==> src/rtl/clk_divider_prog.sv <==
// Runtime-programmable integer clock divider producing clk_out plus a one-cycle tick.
// Optional fixed prescaler enabled by defining CLKDIV_PRESCALE_EN (period becomes D * 2^PRESCALE_LOG2).
module clk_divider_prog #(
    parameter int WIDTH         = 16,
    parameter int DIV_RESET     = 512,
    parameter int PRESCALE_LOG2 = 0
) (
    input  logic             clk,
    input  logic             reset,
    input  logic             en,
    input  logic             div_wr,
    input  logic [WIDTH-1:0] div_in,
    output logic             clk_out,
    output logic             tick,
    output logic             running,
    output logic             div_pending,
    output logic [WIDTH-1:0] div_active
);

    localparam logic [WIDTH-1:0] ZERO    = {WIDTH{1'b0}};
    localparam logic [WIDTH-1:0] ONE     = {{(WIDTH-1){1'b0}}, 1'b1};
    localparam logic [WIDTH-1:0] TWO     = {{(WIDTH-2){1'b0}}, 2'b10};
    localparam logic [WIDTH-1:0] DIV_RST = (DIV_RESET < 2) ? TWO : DIV_RESET[WIDTH-1:0];

    typedef enum logic {
        ST_IDLE = 1'b0,
        ST_RUN  = 1'b1
    } state_t;

    function automatic logic [WIDTH-1:0] clamp_div(input logic [WIDTH-1:0] d);
        if (d < TWO) begin
            return TWO;
        end else begin
            return d;
        end
    endfunction

    state_t           state_r, state_n;
    logic [WIDTH-1:0] cnt_r, cnt_n;
    logic             clk_out_r, clk_out_n;
    logic             tick_r, tick_n;
    logic [WIDTH-1:0] div_active_r, div_active_n;
    logic [WIDTH-1:0] pend_r, pend_n;
    logic             pend_flag_r, pend_flag_n;

    logic             psc_done_s;
    logic             step_s;
    logic             wrap_s;
    logic             apply_s;
    logic [WIDTH-1:0] half_s;
    logic [WIDTH-1:0] low_s;
    logic [WIDTH-1:0] cnt_inc_s;

`ifdef CLKDIV_PRESCALE_EN
    localparam int PSW = (PRESCALE_LOG2 > 0) ? PRESCALE_LOG2 : 1;
    localparam logic [PSW-1:0] PS_MAX = PSW'((32'd1 << PRESCALE_LOG2) - 32'd1);
    localparam logic [PSW-1:0] PS_ONE = {{(PSW-1){1'b0}}, 1'b1};

    logic [PSW-1:0] psc_r, psc_n;

    // Prescale counter: free-runs while counting, cleared whenever the divider is (or becomes) idle.
    always_comb begin
        psc_done_s = (psc_r == PS_MAX);
        psc_n      = {PSW{1'b0}};
        if ((state_r == ST_RUN) && (state_n == ST_RUN)) begin
            if (psc_done_s) begin
                psc_n = {PSW{1'b0}};
            end else begin
                psc_n = psc_r + PS_ONE;
            end
        end else begin
            psc_n = {PSW{1'b0}};
        end
    end

    // Prescale counter register.
    always_ff @(posedge clk) begin
        if (reset) begin
            psc_r <= {PSW{1'b0}};
        end else begin
            psc_r <= psc_n;
        end
    end
`else
    assign psc_done_s = 1'b1;
`endif

    assign step_s    = (state_r == ST_RUN) && psc_done_s;
    assign wrap_s    = step_s && (cnt_r == (div_active_r - ONE));
    assign half_s    = div_active_r >> 1;
    assign low_s     = div_active_r - half_s;
    assign cnt_inc_s = wrap_s ? ZERO : (cnt_r + ONE);

    // Next-state logic: period counting, stop at the wrap edge, divisor apply and capture.
    always_comb begin
        state_n      = state_r;
        cnt_n        = cnt_r;
        clk_out_n    = clk_out_r;
        tick_n       = 1'b0;
        div_active_n = div_active_r;
        pend_n       = pend_r;
        pend_flag_n  = pend_flag_r;
        apply_s      = 1'b0;

        case (state_r)
            ST_IDLE: begin
                cnt_n     = ZERO;
                clk_out_n = 1'b0;
                apply_s   = pend_flag_r;
                if (en) begin
                    state_n = ST_RUN;
                end else begin
                    state_n = ST_IDLE;
                end
            end
            ST_RUN: begin
                if (step_s) begin
                    cnt_n     = cnt_inc_s;
                    clk_out_n = (cnt_inc_s >= low_s);
                    tick_n    = !clk_out_r && (cnt_inc_s >= low_s);
                    if (wrap_s) begin
                        apply_s = pend_flag_r;
                        if (!en) begin
                            state_n   = ST_IDLE;
                            cnt_n     = ZERO;
                            clk_out_n = 1'b0;
                        end else begin
                            state_n = ST_RUN;
                        end
                    end else begin
                        state_n = ST_RUN;
                    end
                end else begin
                    state_n = ST_RUN;
                end
            end
            default: begin
                state_n   = ST_IDLE;
                cnt_n     = ZERO;
                clk_out_n = 1'b0;
            end
        endcase

        // A write in the same cycle as an apply lands in the pending slot for the next opportunity.
        if (apply_s) begin
            div_active_n = pend_r;
            pend_flag_n  = 1'b0;
        end else begin
            div_active_n = div_active_r;
        end
        if (div_wr) begin
            pend_n      = clamp_div(div_in);
            pend_flag_n = 1'b1;
        end else begin
            pend_n = pend_r;
        end
    end

    // State and output registers with synchronous reset.
    always_ff @(posedge clk) begin
        if (reset) begin
            state_r      <= ST_IDLE;
            cnt_r        <= ZERO;
            clk_out_r    <= 1'b0;
            tick_r       <= 1'b0;
            div_active_r <= DIV_RST;
            pend_r       <= ZERO;
            pend_flag_r  <= 1'b0;
        end else begin
            state_r      <= state_n;
            cnt_r        <= cnt_n;
            clk_out_r    <= clk_out_n;
            tick_r       <= tick_n;
            div_active_r <= div_active_n;
            pend_r       <= pend_n;
            pend_flag_r  <= pend_flag_n;
        end
    end

    assign clk_out     = clk_out_r;
    assign tick        = tick_r;
    assign running     = (state_r == ST_RUN);
    assign div_pending = pend_flag_r;
    assign div_active  = div_active_r;

endmodule

==> config.mk <==
export PLATFORM = sky130hd
export DESIGN_NAME = clk_divider_prog
export DESIGN_NICKNAME = d
export VERILOG_FILES = /design/src/rtl/clk_divider_prog.sv
export SDC_FILE = /design/constraint.sdc
export NUM_CORES = 1
export LEC_CHECK = 0
export BUFFER_PORTS_ARGS = -buffer_cell sky130_fd_sc_hd__buf_2
export CAP_MARGIN = 20
export CORE_MARGIN = 4
export CORE_UTILIZATION = 64
export CTS_BUF_LIST = sky130_fd_sc_hd__clkbuf_16
export CTS_CLUSTER_SIZE = 12
export DETAILED_ROUTE_END_ITERATION = 12
export PLACE_DENSITY = 0.86
export SLEW_MARGIN = 10
export SYNTH_ARGS = -nofsm -noshare
export SYNTH_HDL_FRONTEND = slang
export SYNTH_SLANG_ARGS = --single-unit
==> constraint.sdc <==
create_clock -name clk -period 11.43 [get_ports clk]
set_input_delay 1.143 -clock clk [delete_from_list [all_inputs] [get_ports clk]]
set_output_delay 1.143 -clock clk [all_outputs]
set_load 0.02 [all_outputs]
Word-level counts from Yosys, hierarchy flattened
Index checks and enable logic that the tools add are counted.
{"block": "classes", "add_sub_neg": 3, "magnitude_cmp": 2, "eq_ne": 1, "n_mux": 15, "n_bitwise": 1, "n_reduce_logical": 5}
{"operator": "2-to-1 mux 16 bit", "n": 4}
{"operator": "one-hot mux 16 bit (2 select lines)", "n": 1}
{"operator": "adder 16 x 1 -> 16 bit (second input constant)", "n": 1}
{"operator": "== test 16 bit", "n": 1}
{"operator": "greater-or-equal comparator 16 bit", "n": 1}
{"operator": "less-than comparator 16 x 2 -> 1 bit (second input constant)", "n": 1}
{"operator": "subtractor 16 x 1 -> 16 bit (second input constant)", "n": 1}
{"operator": "subtractor 16 x 15 -> 16 bit", "n": 1}
{"operator": "2-to-1 mux 1 bit", "n": 7}
{"operator": "one-hot mux 1 bit (2 select lines)", "n": 3}
{"operator": "logical AND 1 bit", "n": 2}
{"operator": "nonzero test 2 bit", "n": 1}
{"operator": "OR reduction 2 bit", "n": 1}
{"operator": "logical NOT 1 bit", "n": 1}
{"operator": "NOT 1 bit", "n": 1}
{"block": "word_totals", "reg_bits": 52, "in_bits": 20, "output_inout_bits": 20, "word_cells": 34}

Longest topological paths before layout
Gate-level depths: netlist of the first run.
{"block": "depth", "word_depth": 8, "depth_mapped": 18, "ltp_nobuf": 17}

Worst setup path before layout of the first run
Ideal clock, no wire load.
{"block": "synth_path", "path_kind": "reg2reg", "startpoint": "register div_active_r[2] (netlist: div_active[2])", "endpoint": "register clk_out_r (netlist: clk_out)", "setup_ns": 0.123, "t_arrival_ns": 3.720, "required_ns": 11.307, "setup_slack_ns": 7.587, "path_stages_with_launch": 19, "n_path_buf": 1, "synth_period_minus_slack_ns": 3.843, "cell_sequence": "dfxtp_1 > inv_1 > ha_1 > and4_2 > xnor2_1 > nor4_1 > o2111ai_2 > or2_4 > nor2_1 > buf_2 > nor2_1 > ha_1 > a21o_1 > a21o_1 > a21o_1 > a21oi_1 > o21ai_0 > a21oi_1 > nor3_1"}
{"block": "synth_via", "elab_chain_len": 8, "word_cells_on_any_way": 9, "cone_classes": "2 x add/sub; 1 x order compare; 1 x eq/ne; 4 x mux; 1 x reduce/logical"}
{"item": "start, declared", "line": "42", "source": "logic [WIDTH-1:0] div_active_r, div_active_n;"}
{"item": "start signal, assigned", "line": "174", "source": "div_active_r <= div_active_n;"}
{"item": "subtractor 16 x 1 -> 16 bit", "line": "89", "source": "assign wrap_s = step_s && (cnt_r == (div_active_r - ONE));"}
{"item": "== test 16 bit", "line": "89"}
{"item": "logical AND 1 bit", "line": "89"}
{"item": "2-to-1 mux 16 bit", "line": "92", "source": "assign cnt_inc_s = wrap_s ? ZERO : (cnt_r + ONE);"}
{"item": "greater-or-equal comparator 16 bit", "line": "119", "source": "clk_out_n = (cnt_inc_s >= low_s);"}
{"item": "2-to-1 mux 1 bit", "line": "123", "source": "if (!en) begin"}
{"item": "2-to-1 mux 1 bit *", "line": "121", "source": "if (wrap_s) begin"}
{"item": "one-hot mux 1 bit (2 select lines) *", "line": "105", "source": "case (state_r)"}
{"item": "end signal, assigned", "line": "172", "source": "clk_out_r <= clk_out_n;"}
{"item": "end, declared", "line": "40", "source": "logic clk_out_r, clk_out_n;"}
Every way passes the cells marked *; elsewhere a longest branch is shown, timed or not.
A chain may end at the register's enable or synchronous reset.

Final worst setup path of the first run
{"block": "layout_path", "startpoint": "register div_active_r[1] (netlist: div_active[1])", "endpoint": "register clk_out_r (netlist: clk_out)"}
The elaborated chain is that of the path after synthesis.

==> results of run 1 <==
==> cell families after synthesis <==
| group | synth area share |
|---|---|
| AND/OR/NAND/NOR | 0.184 |
| AO/OA/AOI/OAI | 0.153 |
| flip-flops | 0.283 |
| XOR/XNOR | 0.123 |
| adder cells (fa/ha/maj) | 0.169 |
| buffers and inverters | 0.0467 |
| multiplexers | 0.0412 |
==> layer usage <==
metal	share of wire	wire length, um
met5	0	0
met4	0.023	211
met3	0.076	681
met2	0.47	4260
met1	0.43	3860
==> power groups by stage <==
stage	Combinational, mW	Clock [mW]	Sequential [mW]
after floorplan	0.0798	0	0.198
after global placement	0.104	0	0.197
after detailed placement	0.108	0	0.197
after CTS	0.110	0.155	0.193
after global routing	0.123	0.162	0.194
final	0.113	0.154	0.193
==> cell type report <==
class,instances,area [um2],area share
repair buffers,40,203,0.0499
flip-flops and latches,52,1040,0.256
clock inverters,3,21.3,0.00524
inverters,32,120,0.0296
clock buffers,5,125,0.0308
multi-input cells,324,2460,0.606
well taps,72,90.1,0.0222
==> worst min-delay path by stage <==
| stage | from | end |
|---|---|---|
| finish | clk_out | tick |
| global route | clk_out | tick |
| CTS | clk_out | tick |
| detailed placement | clk_out | tick |
| global placement | clk_out | tick |
| floorplan | pend_r[0] | pend_r[0] |
==> stage by stage <==
step / util / area [um2]
floorplan: - / 3670
detailed placement: 0.705 / 3910
finish: 0.733 / 4060
CTS: 0.732 / 4050
global placement: 0.705 / 3910
global route: 0.733 / 4060
==> cell usage in the layout (no fill, tap or decap), drive strengths merged, types with 4 or more instances in the layout <==
master / n
xor2: 20
xnor2: 29
nor2b: 7
a22o: 15
nand2: 14
nand4: 5
mux2i: 14
a211oi: 4
a21oi: 12
ha: 48
inv: 34
dfxtp: 52
o21bai: 5
clkbuf: 5
buf: 40
nor2: 66
nand2b: 4
a21o: 6
a31oi: 4
nand3: 9
nor3: 11
o21ai: 10
nor4: 5
==> registers in the layout, summed over array words and instances (netlist names) <==
signal and count:
cnt_r 16, div_pending 1, div_active 16, running 1, tick 1, clk_out 1
pend_r 16
==> critical path, stage by stage, from the launching register on <==
cell,delay (ns)
dfxtp_1,0.47
inv_1,0.12
ha_1,0.31
nor3b_1,0.22
a21oi_1,0.08
a211oi_1,0.45
o2111ai_2,0.23
or2_4,0.30
nor2_1,0.69
or2_2,0.25
ha_1,0.22
nand2b_1,0.14
a21o_1,0.18
a21o_1,0.17
a211oi_1,0.23
o21ai_0,0.12
a21oi_1,0.20
nor3_1,0.08
==> flow_summary.yaml, run 1 <==
run_status:
  status: "finished clean"
global_routing:
  grt_antenna_before_repair: 0
  grt_pass1_vias: 3121
  grt_usage: 0.259
  grt_start_max_net_pins: 22
  grt_util_met3: 0.0464
  grt_use_met1: 0.337
  busiest_layer: "met2"
  grt_overflow: 0
  grt_pass1_wl_mm: 14.9
  grtUsageMet2: 0.434
yosys:
  yosys_warnings: 0
  ys_top_cells_by_area: "dfxtp_1 (28%), ha_1 (16%), xnor2_1 (6.9%)"
  syn_area_um2: 3670
  synthArstFlopShare: 0
  synth_cell_types: 58
  synth_ff_type: "dfxtp_1"
  synthTopCellsByCount: "nor2_1 (66), dfxtp_1 (52), ha_1 (48)"
  ys_ff_latch: 52
  syn_avg_cell_area_um2: 8.79
  ys_seq_area_frac: 0.283
  synth_most_common_cell: "nor2_1"
  post-synth-top-area-fraction: 0.283
  syn_nets: 487
  yosys.area.top_type: "dfxtp_1"
  syn_inst: 418
  synth_edf_count: 0
detailed_routing:
  antenna_left: 0
  vias: 3214
  drc: 0
  drt_pass1_iterations: 5
  first_iter_violations: 237
  routedWlPerCell_um: 17.1
  wirelength_mm: 9.01
  vias_per_cell: 6.09
sta:
  rsz0062_at_grt: "no"
  tns_ns: 0
  whs_ns: 0.447
  relSlewSlack: 0.398
  hold_viol_final: 0
  worstMarginPinSlew_ns: 0.900
  finalCritPeriodShare: 0.402
  fin_worst_skew_ns: 0.00667
  slew_viol_final: 0
  period_needed_ns: 4.59
  fmax_mhz: 218
  finalWorstSetupSlack_ns: 6.84
  finalSetupViolCount: 0
hold_path:
  hold_depth: 1
  hold_class: "reg2reg"
critical_path:
  crit_arrival_ns: 4.77
  crit_required_ns: 11.61
  worstReg2RegEnd: "clk_out"
  endpoint: "clk_out"
  worstSetupPathType: "reg2reg"
  startpoint_type: "flop"
  crit_fanout: 16
  worstSetupEndpointType: "flop"
  worst-r2r-cell-count: 17
  r2r_start: "div_active[1]"
  r2r_slack_ns: 6.84
  startpoint: "div_active[1]"
die:
  die_h_um: 83.8
  rows: 27
  die-area_um2: 7020
  die_x_um: 83.8
  core_um2: 5540
  start_util: 0.663
  ioPinCount: 40
cells_and_area:
  drive_gt1_frac: 0.158
  area_growth_pct: 10.6
  final_cell_count_no_fill: 528
  nets: 524
  insertedDiodeCount: 0
  fillers: 405
clock_network:
  cts_tree: "yes"
  h-tree-depth: 2
  cts_resized: 0
  numCtsBuffers: 5
  clock_path_buffers: 2
  cts.sinks: 52
  clk_latency_ns: 0.30
  hold_buffers: 0
  clk_pin_slew_ns: 0.07
  root_buffer: "clkbuf_16"
  post_cts_buffers: 0
power_and_ir_drop:
  peakVddDrop_mv: 0.0762
  power_uw: 460
  power_frac_clock: 0.335
  p_int_uw: 318
  powerDensity_nw_per_um2: 113
  switching_share: 0.309
  p_sw_uw: 142
  p_leak_nw: 1.83
  pwr-share-seq: 0.420
  pwr-share-comb: 0.245
placed_design:
  gp_congestion: 0.886
  io_buffer_count: 39
  pre_cts_slack_ns: 7.01
  dp.cells: 519
  dpl.hpwl_mm: 6.81
job:
  drv_cap: 0
No activity file was read; power rests on OpenSTA's default activity.
==> run 2, diff against run 1 <==
--- a/config.mk
+++ b/config.mk
@@ -8,11 +8,11 @@
 export BUFFER_PORTS_ARGS = -buffer_cell sky130_fd_sc_hd__buf_2
 export CAP_MARGIN = 20
 export CORE_MARGIN = 4
-export CORE_UTILIZATION = 64
+export CORE_UTILIZATION = 59
 export CTS_BUF_LIST = sky130_fd_sc_hd__clkbuf_16
 export CTS_CLUSTER_SIZE = 12
 export DETAILED_ROUTE_END_ITERATION = 12
-export PLACE_DENSITY = 0.86
+export PLACE_DENSITY = 0.8
 export SLEW_MARGIN = 10
 export SYNTH_ARGS = -nofsm -noshare
 export SYNTH_HDL_FRONTEND = slang
==> constraint.sdc (replaced) <==
create_clock -name clk -period 4.45 [get_ports clk]
set_input_delay 0.445 -clock clk [delete_from_list [all_inputs] [get_ports clk]]
set_output_delay 0.445 -clock clk [all_outputs]
set_load 0.02 [all_outputs]
==> run 2 against run 1 <==
Effect of this change:
- non-clock buffer count up 2
- sequential cell count is the same
- register-to-register slack got worse by 6.3 ns
- clock power grew to 2.5 times the previous value
- global-route usage is 2.2 points lower
- sequential power grew to 2.6 times the previous value
- final area increased by 0.43%
- count of clock-buffer cells in the layout stayed put
- clock skew about the same
- critical path depth up 1
- routed wire length fell by 5.3%
- largest cell class unchanged
==> flow_summary.yaml, run 2 (same netlist as run 1, synthesis figures left out) <==
run_status:
  status: "finished clean"
clock_network:
  clock_path_buffers: 2
  cts_tree: "yes"
  cts.sinks: 52
  h-tree-depth: 2
  numCtsBuffers: 5
  clk_latency_ns: 0.30
  cts_resized: 0
  hold_buffers: 0
  post_cts_buffers: 0
  clk_pin_slew_ns: 0.07
  root_buffer: "clkbuf_16"
detailed_routing:
  vias_per_cell: 5.81
  antenna_left: 0
  wirelength_mm: 8.53
  first_iter_violations: 222
  drt_pass1_iterations: 4
  routedWlPerCell_um: 16.0
  vias: 3098
  drc: 0
sta:
  finalCritPeriodShare: 0.886
  fmax_mhz: 254
  rsz0062_at_grt: "no"
  finalSetupViolCount: 0
  relSlewSlack: 0.583
  finalWorstSetupSlack_ns: 0.505
  tns_ns: 0
  period_needed_ns: 3.94
  fin_worst_skew_ns: 0.00677
  hold_viol_final: 0
  worstMarginPinSlew_ns: 0.624
  slew_viol_final: 0
  whs_ns: 0.401
critical_path:
  crit_arrival_ns: 4.12
  crit_required_ns: 4.63
  critPathTopFamily: "simple AND/OR/NAND/NOR gates"
  critPathSlowestCell: "dfxtp_1"
  crit_fanout: 16
  path_buf_inv: 2
  startpoint_type: "flop"
  worstSetupEndpointType: "flop"
  worstSetupPathType: "reg2reg"
  slowest_delay_ns: 0.47
  crit_path_cell_trace: "inv_1 -> ha_1 -> and4_2 -> xnor2_1 -> nor4_1 -> o2111ai_2 -> or2_4 -> nor2_1 -> buf_4 -> or2_2 -> ha_1 -> nand2b_1 -> a21o_1 -> a21o_1 -> a211oi_1 -> o21ai_0 -> a21oi_1 -> nor3_1"
cells_and_area:
  final_common_cell: "nor2_1"
  post-route-util: 0.681
  mostFrequentLayoutCells: "nor2_1 (66), dfxtp_1 (52), ha_1 (48), buf_2 (39), inv_1 (33)"
  nets: 526
  area_growth_pct: 11.0
  drive_gt1_frac: 0.162
  final_cell_count_no_fill: 533
  insertedDiodeCount: 0
power_and_ir_drop:
  p_int_uw: 814
  power_frac_clock: 0.336
  switching_share: 0.300
  powerDensity_nw_per_um2: 285
  pwr-share-comb: 0.237
  p_sw_uw: 348
  p_leak_nw: 1.84
  peakVddDrop_mv: 0.224
  pwr-share-seq: 0.427
global_routing:
  grt_pass1_vias: 2995
  grt_pass1_wl_mm: 14.2
  grt_usage: 0.237
  grt_antenna_before_repair: 0
  grt_overflow: 0
  grt_start_max_net_pins: 22
hold_path:
  hold_class: "in2reg"
placed_design:
  gp_congestion: 0.948
  dp.cells: 524
  io_buffer_count: 39
  pre_cts_slack_ns: 0.513
  dpl.hpwl_mm: 6.85
die:
  core_um2: 5990
  die_h_um: 86.9
  start_util: 0.613
  die_x_um: 86.9
  rows: 28
  ioPinCount: 40
  die-area_um2: 7550
job:
  drv_cap: 0
==> run 2: changes by cell type in the layout (fill, tap and decap cells not counted) <==
cell        previous run  this run
buf_4                  1         3
inv_1                 32        33
clkinvlp_4             0         1
clkinv_4               0         1
inv_6                  2         0
clkinv_1               1         0
==> run 2: metal layers <==
| layer | part of all wire | GRT usage |
|---|---|---|
| met1 | 0.45 | 0.318 |
| met2 | 0.47 | 0.395 |
| met3 | 0.064 | 0.0397 |
| met4 | 0.012 | 0.0623 |
| met5 | 0 | 0 |
==> run 2: area by class of cell <==
| cell class | count | area [um2] |
|---|---|---|
| inverter | 32 | 120 |
| multi-input combinational | 324 | 2460 |
| timing repair buffer | 42 | 218 |
| tap | 75 | 93.8 |
| sequential | 52 | 1040 |
| clock inverter | 3 | 20.0 |
| fill | 488 | 1910 |
| clock buffer | 5 | 125 |
==> run 2: metrics by stage <==
step / total power, mW / instance area, um2
after floorplan: 0.715 / 3670
after global placement: 0.771 / 3930
after detailed placement: 0.779 / 3930
after CTS: 1.16 / 4070
after global routing: 1.22 / 4080
final: 1.16 / 4080
==> run 2: path summary, 6_finish.rpt <==
path	start	to	slack [ns]	cells past startpoint
min	div_in[5]	pend_r[5]	0.40	3
max reg2reg	div_active[0]	clk_out	0.51	18
min reg2reg	clk_out	tick	0.43	1
max	div_active[0]	clk_out	0.51	18
==> run 2: worst min-delay path, cell delays in order <==
cell     delay, ns
buf_2         0.09
mux2i_1       0.06
nor2_1        0.07
==> run 2: power by group through the flow <==
stage          clock network (mW)  logic (mW)  registers, mW
2_1_floorplan                   0       0.205          0.510
3_3_place_gp                    0       0.266          0.505
3_5_place_dp                    0       0.273          0.506
4_1_cts                     0.392       0.275          0.496
5_1_grt                     0.413       0.310          0.498
6_report                    0.391       0.276          0.496
